[src/rtl/retire_trace_buffer.sv]
// Retire trace capture FIFO. Timestamps each WB-stage retirement, appends one exit
// record, and lets the host drain records over valid/ready. Overflow either drops or overwrites.
module retire_trace_buffer #(
  parameter int DEPTH     = 16,
  parameter int OVERWRITE = 0,
  parameter int TS_WIDTH  = 32
) (
  input  logic                    clk,
  input  logic                    rst_n,
  input  logic                    capture_en,
  input  logic                    wb_instr_retired,
  input  logic [31:0]             wb_pc,
  input  logic [31:0]             wb_instr,
  input  logic                    wb_rd_write,
  input  logic [31:0]             wb_rd_data,
  input  logic                    mem_read,
  input  logic                    mem_write,
  input  logic [31:0]             mem_addr,
  input  logic [31:0]             mem_wdata,
  input  logic [31:0]             mem_rdata,
  input  logic                    csr_valid,
  input  logic [11:0]             csr_addr,
  input  logic [31:0]             csr_wdata,
  input  logic                    exit_request,
  input  logic [31:0]             exit_code,
  output logic                    out_valid,
  input  logic                    out_ready,
  output logic [31:0]             out_pc,
  output logic [31:0]             out_instr,
  output logic [31:0]             out_rd_data,
  output logic [31:0]             out_addr,
  output logic [31:0]             out_data,
  output logic [7:0]              out_flags,
  output logic [TS_WIDTH-1:0]     out_ts,
  output logic [$clog2(DEPTH):0]  level,
  output logic [15:0]             drop_count,
  output logic                    stopped
);
  localparam int AW = $clog2(DEPTH);
  localparam bit OW = (OVERWRITE != 0);

  typedef struct packed {
    logic [31:0]         pc;
    logic [31:0]         instr;
    logic [31:0]         rd_data;
    logic [31:0]         addr;
    logic [31:0]         data;
    logic [7:0]          flags;
    logic [TS_WIDTH-1:0] ts;
  } rec_t;

  rec_t                mem [DEPTH];
  rec_t                rec;
  rec_t                head;
  logic [AW-1:0]       wptr, rptr;
  logic [TS_WIDTH-1:0] ts;
  logic [31:0]         last_pc;
  logic                exit_q, exit_pending, gap_pending;
  logic                cap, pop, full, space, exit_push, push, write, drop;

  always_comb begin
    cap       = wb_instr_retired && capture_en && !stopped;
    pop       = out_valid && out_ready;
    full      = (level == (AW+1)'(DEPTH));
    // a same-cycle pop frees the slot, so a full FIFO still accepts without loss
    space     = !full || pop;
    exit_push = exit_pending && !cap && space;
    push      = cap || exit_push;
    write     = push && (space || OW);
    drop      = push && !space;
    rec       = '0;
    if (cap) begin
      rec.pc       = wb_pc;
      rec.instr    = wb_instr;
      rec.rd_data  = wb_rd_write ? wb_rd_data : 32'd0;
      rec.flags[0] = wb_rd_write;
      rec.flags[1] = mem_read;
      rec.flags[2] = mem_write;
      rec.flags[3] = csr_valid;
      rec.ts       = ts;
      if (mem_write) begin
        rec.addr = mem_addr;
        rec.data = mem_wdata;
      end else if (mem_read) begin
        rec.addr = mem_addr;
        rec.data = mem_rdata;
      end else if (csr_valid) begin
        rec.addr = {20'b0, csr_addr};
        rec.data = csr_wdata;
      end
    end else if (exit_push) begin
      rec.pc       = last_pc;
      rec.data     = exit_code;
      rec.flags[4] = 1'b1;
    end
    rec.flags[5] = gap_pending || (drop && OW);
  end

  // slot storage carries no reset; out_valid gates every read of it
  always_ff @(posedge clk) begin
    if (write) mem[wptr] <= rec;
  end

  always_ff @(posedge clk or negedge rst_n) begin
    if (!rst_n) begin
      wptr         <= '0;
      rptr         <= '0;
      level        <= '0;
      drop_count   <= '0;
      ts           <= '0;
      last_pc      <= '0;
      exit_q       <= 1'b0;
      exit_pending <= 1'b0;
      gap_pending  <= 1'b0;
      stopped      <= 1'b0;
    end else begin
      ts     <= ts + TS_WIDTH'(1);
      exit_q <= exit_request;
      if (write) wptr <= wptr + AW'(1);
      if (pop || (drop && OW)) rptr <= rptr + AW'(1);
      if (write && space && !pop) level <= level + (AW+1)'(1);
      else if (pop && !(write && space)) level <= level - (AW+1)'(1);
      if (drop && drop_count != 16'hFFFF) drop_count <= drop_count + 16'd1;
      if (drop && !OW) gap_pending <= 1'b1;
      else if (write) gap_pending <= 1'b0;
      if (cap) last_pc <= wb_pc;
      if (exit_push) begin
        exit_pending <= 1'b0;
        stopped      <= 1'b1;
      end else if (exit_request && !exit_q && !stopped) begin
        exit_pending <= 1'b1;
      end
    end
  end

  assign out_valid = (level != '0);
  assign head      = mem[rptr];

  always_comb begin
    out_pc      = '0;
    out_instr   = '0;
    out_rd_data = '0;
    out_addr    = '0;
    out_data    = '0;
    out_flags   = '0;
    out_ts      = '0;
    if (out_valid) begin
      out_pc      = head.pc;
      out_instr   = head.instr;
      out_rd_data = head.rd_data;
      out_addr    = head.addr;
      out_data    = head.data;
      out_flags   = head.flags;
      out_ts      = head.ts;
    end
  end
endmodule

[config.mk]
export PLATFORM = sky130hd
export DESIGN_NAME = retire_trace_buffer
export DESIGN_NICKNAME = d
export VERILOG_FILES = /design/src/rtl/retire_trace_buffer.sv
export SDC_FILE = /design/constraint.sdc
export NUM_CORES = 2
export LEC_CHECK = 0
export CAP_MARGIN = 5
export CORE_ASPECT_RATIO = 1.5
export CORE_MARGIN = 8
export CORE_UTILIZATION = 65
export CTS_CLUSTER_DIAMETER = 60
export DETAILED_ROUTE_END_ITERATION = 6
export PLACE_DENSITY = 0.93
export SETUP_SLACK_MARGIN = 0.02
export SYNTH_ARGS = -nofsm -noshare
export SYNTH_HDL_FRONTEND = slang
export SYNTH_SLANG_ARGS = --single-unit
[constraint.sdc]
create_clock -name clk -period 17.6 [get_ports clk]
set_input_delay 1.76 -clock clk [delete_from_list [all_inputs] [get_ports clk]]
set_output_delay 1.76 -clock clk [all_outputs]
set_load 0.05 [all_outputs]
* Yosys cells after proc, flatten, opt, wreduce, memory -nomap -nowiden
Memories as Yosys holds them, arrays and structs flattened.
Cells that the tools add are included.
** Storage, ports and cells
- Memory bits (writable) :: 3168
- Input port bits :: 278
- Register bits after elaboration :: 97
- Output and inout bits :: 223
- Word-level logic and storage cells :: 72
- Memories :: 1
** Cells by class
- Equality and inequality tests :: 2
- Reductions and logical operators :: 26
- Add/sub/neg operators :: 6
- Muxes and demuxes :: 27
** Memory list
- mem :: depth 16, bits a word 198, rd ports 1, clocked after memory_dff 0, write ports 1, line 52 : rec_t mem [DEPTH];
** Operators with widths (number)
- two-way mux 32 bit :: 11
- two-way mux 64 bit :: 2
- two-way mux 96 bit :: 1
- two-way mux 44 bit :: 1
- two-way mux 36 bit :: 1
- adder 32 x 1 -> 32 bit, second input constant :: 1
- adder 16 x 1 -> 16 bit, second input constant :: 1
- != test 16 bit, second input constant :: 1
- logical AND 1 bit :: 13
- two-way mux 5 bit :: 2
- adder 4 x 1 -> 4 bit, second input constant :: 2
- two-way mux 1 bit :: 8
- two-way mux 8 bit :: 1
- zero test 1 bit :: 7
- nonzero test 2 bit :: 3
- adder 5 x 1 -> 5 bit, second input constant :: 1
- == test 5 bit, second input constant :: 1
- nonzero test 5 bit :: 1
- subtractor 5 x 1 -> 5 bit, second input constant :: 1
- logical OR 1 bit :: 2

* Depth between registers and ports, before layout
- Depth after elaboration :: 12
- Mapped depth :: 11
- Mapped depth without buffers :: 10

* Worst setup path before layout
Ideal clock, no wire load.
- Path kind :: input to register
- Start :: in wb_instr_retired
- End :: mem mem[12][0] in the netlist's numbering (enable)
- Path slack :: 9.831 ns
- Arrival :: 7.187 ns
- Buffers on the path :: 1
- Stages :: 6
- Path through :: and3b_1 clkbuf_1 o22ai_1 clkinv_1 and3_1 and2_1
** On the way
- Longest elaborated chain between the ends :: 9
** Ends and longest elaborated chain
- start: declaration :: line 11 : input logic wb_instr_retired,
- logical AND 1 bit * (2 in a row) :: line 62 : cap = wb_instr_retired && capture_en && !stopped;
- zero test 1 bit :: line 67 : exit_push = exit_pending && !cap && space;
- logical AND 1 bit (2 in a row) :: line 67
- logical OR 1 bit * :: line 68 : push = cap || exit_push;
- logical AND 1 bit * :: line 69 : write = push && (space || OW);
- two-way mux 1 bit * :: line 101 : if (write) mem[wptr] <= rec;
- two-way mux 1 bit (not written as such) * :: line 101
- end: declaration :: line 52
Mark *: on every way between the ends. The rest lies on a longest branch, timed or not.

* Final worst setup path
- Start :: reg rptr[1]
- End :: out out_pc[18]
** On the way
- Longest elaborated chain between the ends :: 2
** Ends and longest elaborated chain
- start: declaration :: line 55 : logic [AW-1:0] wptr, rptr;
- start signal: assignment :: line 120 : if (pop || (drop && OW)) rptr <= rptr + AW'(1);
- memory read (16 x 198 bit)
- two-way mux 32 bit :: line 147 : if (out_valid) begin
- end: declaration :: line 28 : output logic [31:0] out_pc,
No other way between the ends.

==> flow_metrics.py <==
metrics = {
    "floorplan": {
        "dieArea_mm2": 0.208,
        "core_area_mm2": 0.193,
        "core.rowCount": 198,
        "die_width_um": 375,
        "initial_utilization_pct": 65.1,
        "top_level_ports": 501,
        "die_h_um": 555,
    },
    "synth": {
        "synth_top_area_cell": "edfxtp_1",
        "synth_seq_cells": 3265,
        "synth_area_mm2": 0.126,
        "synth_cell_types": 49,
        "syn_avg_cell_area_um2": 22.4,
        "seq_area_frac_synth_pct": 77.5,
        "synth_edf_count": 3168,
        "synth_warnings": 0,
        "synth_common_cells": "edfxtp_1 (3168), mux4_2 (792), mux2i_1 (397)",
        "yosys-top-cells-area": "edfxtp_1 (76%), mux4_2 (14%), mux2i_1 (3.2%)",
        "yosysTopAreaCellShare_pct": 75.6,
        "syn_inst": 5622,
        "synth_ff_type": "edfxtp_1",
        "synth_most_common_cell": "edfxtp_1",
        "async_reset_ff_share_pct": 2.97,
    },
    "worst_setup_path": {
        "worst_setup_path_start_kind": "flop",
        "worstPathRequired_ns": 15.84,
        "end_kind": "primary output",
        "cp_data_arrival_time_ns": 6.84,
        "critPathKind": "reg -> out",
        "path_max_fanout": 50,
    },
    "timing": {
        "fin_skew_ns": 0.0546,
        "worstMarginPinSlew_ns": 1.47,
        "slew_viol_final": 0,
        "setup_viol": 0,
        "period_share_pct": 48.8,
        "worst_slew_margin_rel_pct": 1.94,
        "rsz0062_at_grt": "no",
        "hold_violations": 0,
        "fmax_mhz": 116,
        "fin_crit_ns": 8.60,
        "setup_tns_ns": 0,
    },
    "cells_and_area": {
        "final_layout_size_suffix_gt1_share_pct": 21.2,
        "nNetsFinal": 6484,
        "fin_util_pct": 74.0,
        "syn_to_final_growth_pct": 13.7,
    },
    "global_routing": {
        "antenna_found_initial": 19,
        "gr-total-overflow": 0,
        "grt_max_degree": 177,
        "grt_pass1_wl_um": 493000,
        "grt_pass1_vias": 69100,
        "grt_use_total_pct": 33.0,
    },
    "power_and_ir_drop": {
        "ir_drop_v": 0.000189,
        "power_density_mw_per_mm2": 164,
        "switching_share_pct": 34.5,
        "p_sw_mw": 8.09,
        "pwr-share-seq_pct": 38.2,
        "p_leak_nw": 48.0,
        "comb_power_share_pct": 34.7,
        "internal_power_mw": 15.4,
        "p_clk_share_pct": 27.1,
    },
    "outcome": {
        "violations": "DRC",
        "outcome": "complete, but fails checks",
    },
    "cts": {
        "cts_hold_buf": 0,
        "clk_pin_slew_worst_paths_ns": 0.07,
        "cts-root-buf": "clkbuf_16",
        "cts_buffers": 287,
        "cts_tree": "done",
        "post_cts_resized": 0,
        "cts.path.max_buffers": 4,
        "h-tree-depth": 5,
        "worst_skew_pair.late_latency_ns": 0.87,
        "cts.sinks": 3265,
        "post_cts_buffers": 0,
    },
    "place": {
        "place_congestion": 0.839,
        "port_buffers": 498,
        "dpl.hpwl_um": 167000,
    },
    "drt": {
        "routedWlPerCell_um": 39.0,
        "ant_nets": 0,
        "avgViaCountPerCell": 7.38,
        "drc": 1,
        "vias": 66000,
        "wl_um": 348000,
        "drtIter0Drc": 10200,
        "firstDrtPassIters": 7,
    },
    "job": {
        "cap_viol_max_count": 0,
    },
    "hold_path": {
        "hold_path.class": "reg -> reg",
    },
}
## metrics by stage
stage / setup slack, ns / cells / hold slack (ns) / total power [mW] / cell area, um2
after global placement: 10.03 / 8404 / 0.458 / 16.8 / 134000
final: 9.00 / 8942 / 0.477 / 23.4 / 143000
after floorplan: 9.83 / 5623 / 0.438 / 14.5 / 126000
after detailed placement: 10.04 / 8404 / 0.465 / 17.0 / 134000
after CTS: 8.93 / 8914 / 0.482 / 23.4 / 143000
after global routing: 8.63 / 8919 / 0.509 / 24.0 / 143000
## final cells by class
cell class,instances,area (um2)
antenna,27,67.6
clock buffer,353,7720
clock inverter,157,1520
fill,9566,50200
inverter,11,41.3
multi-input combinational,2019,27000
sequential,3265,97600
tap,2500,3130
timing repair buffer,610,5980
## path summary, 6_finish.rpt
check,startpoint,to,slack [ns],depth (start not counted)
max in group asynchronous,rst_n,drop_count[6]$_DFFE_PN0P_,15.03,3
hold reg to reg,last_pc[11]$_DFFE_PN0P_,last_pc[11]$_DFFE_PN0P_,0.48,2
setup reg to reg,stopped$_DFFE_PN0N_,mem[0][112]$_DFFE_PP_,11.97,7
setup / recovery,rptr[1]$_DFFE_PN0P_,out_pc[18],9.00,7
min in group asynchronous,rst_n,ts[11]$_DFF_PN0_,0.80,1
hold / removal,last_pc[11]$_DFFE_PN0P_,last_pc[11]$_DFFE_PN0P_,0.48,2
## placed cells by master, fill, tap and decap left out, types with 33 or more instances in the layout
cell,count
o22ai_1,199
nand3_1,33
mux4_2,792
clkinv_2,55
buf_4,101
and2_1,65
clkinv_1,46
xnor2_1,34
nand2_1,158
clkdlybuf4s50_1,496
a22o_1,64
clkbuf_1,49
o21ai_0,35
edfxtp_1,3168
mux2i_1,397
dfrtp_1,94
clkbuf_16,298
and3_1,58
## routing by layer
layer  share of wire (%)  routed length, um  global-route usage [%]
met1                  32             113000                    42.3
met2                  50             173000                    54.1
met3                  13              44400                    7.92
met4                 5.2              18200                    15.5
met5               0.015                 54                       0
## critical path, cell delays in order, from the launching register on
cell and delay [ns]:
dfrtp_4 1.04, buf_4 0.85, buf_4 0.95, buf_4 0.81, mux4_2 0.66, mux2i_1 0.35
o22ai_1 0.29, clkdlybuf4s50_1 0.85
## registers in the layout, summed over array words and instances, names as in the netlist
signal        flops
exit_q            1
mem            3168
rptr              4
last_pc          32
level             5
drop_count       16
ts               32
exit_pending      1
stopped           1
wptr              4
gap_pending       1
## power by group through the flow
stage,logic [mW],clock network [mW],registers [mW]
after floorplan,5.48,0,9.05
after global placement,7.72,0,9.07
after detailed placement,7.89,0,9.10
after CTS,8.11,6.38,8.95
after global routing,8.39,6.63,8.96
final,8.13,6.36,8.95
## cells by family after synthesis
family,count (synthesis),synth area share [%]
flip-flops,3265,77.5
multiplexers,1193,17.4
AND/OR/NAND/NOR,397,1.60
AO/OA/AOI/OAI,365,1.95
buffers and inverters,339,1.06
XOR/XNOR,50,0.348
adder cells (fa/ha/maj),12,0.125
other,1,0.00298
(Power assumes the default switching activity.)
